--- src/rtl/axi_inf_pkg.sv ---
// Shared AXI infrastructure definitions: burst/response codes and the FSM state
// encoding used by the write/read master cores and the write slave core.
package axi_inf_pkg;

  localparam logic [1:0] BURST_FIXED = 2'b00;
  localparam logic [1:0] BURST_INCR  = 2'b01;
  localparam logic [1:0] BURST_WRAP  = 2'b10;

  localparam logic [1:0] RESP_OKAY   = 2'b00;
  localparam logic [1:0] RESP_SLVERR = 2'b10;

  localparam logic [2:0] SIZE_DEFAULT = 3'b101;

  typedef enum logic [1:0] {
    ST_IDLE = 2'd0,
    ST_DATA = 2'd1,
    ST_RESP = 2'd2
  } axi_state_t;

  // Only FIXED and INCR bursts are serviced; WRAP and the reserved code are not.
  function automatic logic burst_supported(input logic [1:0] burst);
    return (burst == BURST_FIXED) || (burst == BURST_INCR);
  endfunction

endpackage

--- src/rtl/axi_inf_burst_addr_gen.sv ---
// Burst address generator: loads a start address, advances it once per step
// according to burst type and size, and flags bursts it cannot service.
module axi_inf_burst_addr_gen
  import axi_inf_pkg::*;
#(
  parameter int ASIZE    = 32,
  parameter int MAX_SIZE = 5
) (
  input  logic             clk,
  input  logic             rst_n,
  input  logic             load,
  input  logic [ASIZE-1:0] start_addr,
  input  logic [2:0]       size,
  input  logic [1:0]       burst,
  input  logic             step,
  output logic [ASIZE-1:0] addr,
  output logic             unsupported
);

  logic [2:0] size_reg;
  logic [1:0] burst_reg;

  always_ff @(posedge clk or negedge rst_n) begin
    if (!rst_n) begin
      addr        <= '0;
      size_reg    <= '0;
      burst_reg   <= '0;
      unsupported <= 1'b0;
    end else if (load) begin
      addr        <= start_addr;
      size_reg    <= size;
      burst_reg   <= burst;
      unsupported <= !burst_supported(burst) || (size > 3'(MAX_SIZE));
    end else if (step && burst_reg == BURST_INCR) begin
      // Wraps modulo 2^ASIZE; the master keeps bursts inside 4KB pages.
      addr <= addr + (ASIZE'(1) << size_reg);
    end
  end

endmodule

--- src/rtl/axi_inf_write_slave_core.sv ---
// AXI4 write slave: accepts one AW burst at a time, turns each W beat into a
// single-cycle local memory write, and answers with a B response.
module axi_inf_write_slave_core
  import axi_inf_pkg::*;
#(
  parameter int IDSIZE = 3,
  parameter int ASIZE  = 32,
  parameter int LSIZE  = 8,
  parameter int DSIZE  = 256
) (
  input  logic                 axi_aclk,
  input  logic                 axi_resetn,
  input  logic [IDSIZE-1:0]    axi_awid,
  input  logic [ASIZE-1:0]     axi_awaddr,
  input  logic [LSIZE-1:0]     axi_awlen,
  input  logic [2:0]           axi_awsize,
  input  logic [1:0]           axi_awburst,
  input  logic                 axi_awvalid,
  output logic                 axi_awready,
  input  logic [DSIZE-1:0]     axi_wdata,
  input  logic [DSIZE/8-1:0]   axi_wstrb,
  input  logic                 axi_wlast,
  input  logic                 axi_wvalid,
  output logic                 axi_wready,
  output logic [IDSIZE-1:0]    axi_bid,
  output logic [1:0]           axi_bresp,
  output logic                 axi_bvalid,
  input  logic                 axi_bready,
  output logic                 mem_wr_en,
  output logic [ASIZE-1:0]     mem_addr,
  output logic [DSIZE-1:0]     mem_data,
  output logic [DSIZE/8-1:0]   mem_strb,
  input  logic                 mem_ready
);

  localparam int MAX_SIZE = $clog2(DSIZE / 8);

  axi_state_t        state_reg;
  logic [IDSIZE-1:0] id_reg;
  logic [LSIZE-1:0]  len_reg;
  logic [LSIZE:0]    count_reg;
  logic              err_reg;
  logic              awready_reg;
  logic              bvalid_reg;
  logic [IDSIZE-1:0] bid_reg;
  logic [1:0]        bresp_reg;

  logic              aw_fire;
  logic              w_fire;
  logic              count_at_len;
  logic              last_beat;
  logic              beat_err;
  logic              unsupported;
  logic [ASIZE-1:0]  cur_addr;

  assign aw_fire      = axi_awvalid & awready_reg;
  assign axi_wready   = (state_reg == ST_DATA) & mem_ready;
  assign w_fire       = axi_wvalid & axi_wready;
  assign count_at_len = (count_reg == {1'b0, len_reg});
  assign last_beat    = count_at_len | axi_wlast;
  // Early last (wlast before len) or missing last (no wlast at len).
  assign beat_err     = axi_wlast ^ count_at_len;

  axi_inf_burst_addr_gen #(
    .ASIZE    (ASIZE),
    .MAX_SIZE (MAX_SIZE)
  ) u_addr_gen (
    .clk         (axi_aclk),
    .rst_n       (axi_resetn),
    .load        (aw_fire),
    .start_addr  (axi_awaddr),
    .size        (axi_awsize),
    .burst       (axi_awburst),
    .step        (w_fire),
    .addr        (cur_addr),
    .unsupported (unsupported)
  );

  always_ff @(posedge axi_aclk or negedge axi_resetn) begin
    if (!axi_resetn) begin
      state_reg   <= ST_IDLE;
      id_reg      <= '0;
      len_reg     <= '0;
      count_reg   <= '0;
      err_reg     <= 1'b0;
      awready_reg <= 1'b0;
      bvalid_reg  <= 1'b0;
      bid_reg     <= '0;
      bresp_reg   <= RESP_OKAY;
    end else begin
      case (state_reg)
        ST_IDLE: begin
          awready_reg <= 1'b1;
          if (aw_fire) begin
            awready_reg <= 1'b0;
            id_reg      <= axi_awid;
            len_reg     <= axi_awlen;
            count_reg   <= '0;
            err_reg     <= 1'b0;
            state_reg   <= ST_DATA;
          end
        end
        ST_DATA: begin
          if (w_fire) begin
            count_reg <= count_reg + {{LSIZE{1'b0}}, 1'b1};
            if (beat_err) err_reg <= 1'b1;
            if (last_beat) begin
              state_reg  <= ST_RESP;
              bvalid_reg <= 1'b1;
              bid_reg    <= id_reg;
              bresp_reg  <= (err_reg | beat_err | unsupported) ? RESP_SLVERR : RESP_OKAY;
            end
          end
        end
        ST_RESP: begin
          if (axi_bready) begin
            bvalid_reg  <= 1'b0;
            awready_reg <= 1'b1;
            state_reg   <= ST_IDLE;
          end
        end
        default: state_reg <= ST_IDLE;
      endcase
    end
  end

  assign axi_awready = awready_reg;
  assign axi_bvalid  = bvalid_reg;
  assign axi_bid     = bid_reg;
  assign axi_bresp   = bresp_reg;

  // Unsupported bursts still consume beats but never reach the memory.
  assign mem_wr_en = w_fire & ~unsupported;
  assign mem_addr  = mem_wr_en ? cur_addr  : '0;
  assign mem_data  = mem_wr_en ? axi_wdata : '0;
  assign mem_strb  = mem_wr_en ? axi_wstrb : '0;

endmodule
--- config.mk ---
export PLATFORM = sky130hd
export DESIGN_NAME = axi_inf_write_slave_core
export DESIGN_NICKNAME = d
export VERILOG_FILES = /design/src/rtl/axi_inf_pkg.sv /design/src/rtl/axi_inf_burst_addr_gen.sv /design/src/rtl/axi_inf_write_slave_core.sv
export SDC_FILE = /design/constraint.sdc
export NUM_CORES = 1
export LEC_CHECK = 0
export ABC_AREA = 1
export CAP_MARGIN = 40
export CORE_AREA = 2 2 262 264
export DETAILED_ROUTE_END_ITERATION = 12
export DIE_AREA = 0 0 264 266
export PLACE_DENSITY = 0.36
export SLEW_MARGIN = 15
export SYNTH_ARGS = -nofsm -noshare
export SYNTH_HDL_FRONTEND = slang
export SYNTH_SLANG_ARGS = --single-unit
--- constraint.sdc ---
create_clock -name axi_aclk -period 1.9 [get_ports axi_aclk]
set_clock_uncertainty 0.05 [all_clocks]
set_input_delay 0.38 -clock axi_aclk [delete_from_list [all_inputs] [get_ports axi_aclk]]
set_output_delay 0.38 -clock axi_aclk [all_outputs]
set_load 0.01 [all_outputs]
==> impl_metrics.sql <==
INSERT INTO impl_metrics (metric_group, metric, value, unit) VALUES
('route', 'detailedRoute.firstIterationViolations', '640', ''),
('floorplan', 'pin_count', '672', ''),
('logic_synthesis', 'synth-compound-area-share', '0.05744', ''),
('sta', 'setup_violations', '352', ''),
('logic_synthesis', 'post_synth_top_area_share', '0.2443', ''),
('layout', 'nets', '2410', ''),
('sta', 'setup_ws', '-545.9', 'ps'),
('logic_synthesis', 'synth_simple_gate_area_share', '0.4134', ''),
('floorplan', 'die_h', '266', 'um'),
('place', 'place_congestion', '0.8709', ''),
('sta', 'period_utilisation_layout', '1.287', ''),
('logic_synthesis', 'netlist_area', '6862', 'um2'),
('layout', 'flow.area_growth_from_synthesis', '133.0', '%'),
('grt', 'global_route_wire_length_before_repair', '102.2', 'mm'),
('clock_network', 'cts_tree', 'yes', ''),
('clock_network', 'cts.clk_slew.worst_paths', '60', 'ps'),
('route', 'drt.antenna.violating_nets', '0', ''),
('logic_synthesis', 'syn_nets', '1647', ''),
('route', 'wl_per_cell', '26.67', 'um'),
('clock_network', 'h-tree-depth', '3', ''),
('setup_path', 'critical_path.endpoint_type', 'output port', ''),
('setup_path', 'critPathKind', 'reg2out', ''),
('floorplan', 'floorplan.die.width', '264', 'um'),
('outcome', 'failed_checks', 'setup timing', ''),
('grt', 'grt_start_max_net_pins', '68', ''),
('setup_path', 'critPathLaunchType', 'register', ''),
('pwr', 'power_density', '795.4', 'nW/um2'),
('logic_synthesis', 'synth_mux_area_frac', '0', ''),
('grt', 'first_global_vias', '11250', ''),
('setup_path', 'worst_path_largest_cell_delay', '410', 'ps'),
('logic_synthesis', 'synth-xor-area-share', '0.01659', ''),
('setup_path', 'worstPathRequired', '1470', 'ps'),
('sta', 'holdWs', '1.589', 'ps'),
('grt', 'gr-total-overflow', '0', ''),
('floorplan', 'placeableCoreArea', '67750', 'um2'),
('floorplan', 'die_area', '70220', 'um2'),
('clock_network', 'clock_tree.root_cell', 'sky130_fd_sc_hd__clkbuf_16', ''),
('setup_path', 'critPathArrivalTime', '2020', 'ps'),
('clock_network', 'cts_inserted_buffers', '9', ''),
('logic_synthesis', 'synth_seq_cells', '67', ''),
('grt', 'number_of_antenna_violations_at_the_first_check_in_global_routing', '67', ''),
('logic_synthesis', 'syn-instance-count', '1293', ''),
('place', 'dpl_worst_slack', '-1084', 'ps'),
('clock_network', 'cts.path.max_buffers', '2', ''),
('run', 'timing.max_cap.violations', '0', ''),
('route', 'drc', '0', ''),
('place', 'port_buffers', '670', ''),
('logic_synthesis', 'count_of_flip_flops_with_a_built_in_enable_after_synthesis', '0', ''),
('floorplan', 'initial_utilization', '0.1013', ''),
('logic_synthesis', 'yosys_warnings', '0', ''),
('sta', 'timing.final.crit_period', '2446', 'ps'),
('sta', 'final.setup.tns', '-147900', 'ps'),
('route', 'wl_final', '78.83', 'mm'),
('sta', 'slew_viol_final', '0', ''),
('logic_synthesis', 'netlist-cell-type-count', '43', ''),
('min_path', 'min-delay-path-class', 'in2async', ''),
('clock_network', 'cts_hold_repair.buffers', '0', ''),
('layout', 'largest_register_ff_count', '32', ''),
('setup_path', 'crit_path_max_fanout', '21', ''),
('clock_network', 'cts.sinks', '67', ''),
('logic_synthesis', 'postSynth.topFlopCell', 'sky130_fd_sc_hd__dfrtp_1', ''),
('logic_synthesis', 'synth_adder_area_share', '0.02115', ''),
('logic_synthesis', 'synth_area_leader_cell', 'sky130_fd_sc_hd__dfrtp_1', ''),
('layout', 'multi_input_area', '3956', 'um2'),
('pwr', 'power.ir.vdd_worst', '0.0004145', 'V'),
('grt', 'global_route.usage.total', '0.2167', ''),
('layout', 'layout.area.seq', '1679', 'um2'),
('outcome', 'result_of_the_run', 'finished with violations', ''),
('place', 'dp_hpwl', '69.59', 'mm'),
('route', 'via_count', '11050', ''),
('layout', 'fillerInstances', '7855', '');
==> layout by cell type (no fill, tap or decap), types with 4 or more instances in the layout <==
master / count
sky130_fd_sc_hd__a21oi_1: 24
sky130_fd_sc_hd__inv_2: 5
sky130_fd_sc_hd__o21ai_0: 19
sky130_fd_sc_hd__inv_1: 370
sky130_fd_sc_hd__a21oi_2: 4
sky130_fd_sc_hd__buf_6: 8
sky130_fd_sc_hd__nand2_4: 9
sky130_fd_sc_hd__nand2_2: 20
sky130_fd_sc_hd__o22ai_1: 6
sky130_fd_sc_hd__nor2_2: 54
sky130_fd_sc_hd__nor2_1: 321
sky130_fd_sc_hd__clkdlybuf4s15_2: 76
sky130_fd_sc_hd__nand2_1: 187
sky130_fd_sc_hd__clkbuf_16: 10
sky130_fd_sc_hd__clkbuf_2: 56
sky130_fd_sc_hd__xor2_1: 11
sky130_fd_sc_hd__diode_2: 13
sky130_fd_sc_hd__dfrtp_1: 65
sky130_fd_sc_hd__a31oi_1: 4
sky130_fd_sc_hd__buf_4: 131
sky130_fd_sc_hd__nand3_1: 52
sky130_fd_sc_hd__dlygate4sd2_1: 55
sky130_fd_sc_hd__buf_2: 84
sky130_fd_sc_hd__clkdlybuf4s50_1: 348
sky130_fd_sc_hd__nor3_4: 7
sky130_fd_sc_hd__nor3_1: 18
sky130_fd_sc_hd__ha_1: 6
sky130_fd_sc_hd__nand4_1: 7
sky130_fd_sc_hd__clkdlybuf4s15_1: 9
sky130_fd_sc_hd__nor2_4: 10
sky130_fd_sc_hd__buf_12: 25
sky130_fd_sc_hd__buf_16: 8
==> stage by stage <==
step           instances  total power, mW  cell area (um2)  utilization
2_1_floorplan       1293            5.816             6890            -
3_3_place_gp        2905            10.52            15550       0.2295
3_5_place_dp        2905            10.52            15550       0.2295
4_1_cts             2930            12.31            15850       0.2340
5_1_grt             2944            13.70            15960       0.2355
6_report            2956            12.72            15990       0.2360
==> worst register-to-register path, delay by kind of cell (launching register included) <==
kind | cells | cell delay [ps]
DFF | 1 | 430
and+or+nand+nor | 6 | 540
xor gates and xnor gates | 1 | 150
adders and majority gates | 1 | 410
AOI/OAI and AO/OA | 1 | 80
buffers and inverters | 4 | 480
==> final timing paths <==
path | from | end | slack, ps | depth (start not counted)
setup / recovery | state_reg[1] | mem_data[226] | -550 | 8
hold / removal | axi_resetn | len_reg[5] | 2 | 2
setup reg to reg | u_addr_gen.size_reg[0] | u_addr_gen.addr[6] | -360 | 13
hold reg to reg | id_reg[0] | id_reg[0] | 430 | 2
max in group asynchronous | axi_resetn | u_addr_gen.addr[31] | 1450 | 2
min in group axi_aclk | id_reg[0] | id_reg[0] | 430 | 2
==> per-layer routing <==
layer	share of wire	track usage	up-vias	wire, um
li1	-	-	5229	-
met1	0.42	0.2764	5124	33380
met5	0.0049	0	-	390
met4	0.024	0.04745	64	1861
met3	0.12	0.1011	106	9634
met2	0.43	0.3312	524	33570
==> report_power, final <==
group	internal [mW]	switching, mW
clock network	1.03	0.719
logic	3.81	4.59
registers	2.03	0.538
total	6.87	5.85
==> cell families (layout without fill, tap and decap cells) <==
logic type      count (synthesis)  after routing
compound gates                 71             71
xor+xnor                       13             13
fa+ha+maj                      11             11
buf+inv                       431           1199
flops                          67             67
other cells                     1             14
simple gates                  699            699
==> layout make-up <==
type | count | area share
timing repair buffer | 802 | 0.4658
multi-input combinational | 795 | 0.2475
sequential | 67 | 0.1050
inverter | 380 | 0.09150
tap | 882 | 0.06904
clock buffer | 11 | 0.01456
clock inverter | 5 | 0.003835
antenna | 13 | 0.002035
timing repair inverter | 1 | 0.0007044
==> what timing repair did <==
item	in CTS	in global routing
pin swaps	3	22
cloned	5	1
setup buffers	4	12
setup endpoints to repair	353	360
gates resized for setup	763	271
==> Yosys cell counts, types with 3 or more instances <==
cell                       number
sky130_fd_sc_hd__a21oi_1       28
sky130_fd_sc_hd__a31oi_1        4
sky130_fd_sc_hd__buf_2         37
sky130_fd_sc_hd__clkbuf_1      10
sky130_fd_sc_hd__dfrtp_1       67
sky130_fd_sc_hd__ha_1          10
sky130_fd_sc_hd__inv_1        375
sky130_fd_sc_hd__inv_2          3
sky130_fd_sc_hd__nand2_1      212
sky130_fd_sc_hd__nand2_2        3
sky130_fd_sc_hd__nand3_1       55
sky130_fd_sc_hd__nand4_1        7
sky130_fd_sc_hd__nor2_1       379
sky130_fd_sc_hd__nor2_4         4
sky130_fd_sc_hd__nor3_1        26
sky130_fd_sc_hd__o21ai_0       23
sky130_fd_sc_hd__o22ai_1        7
sky130_fd_sc_hd__xor2_1        11
Note: power is estimated with default switching activity, not from simulation.
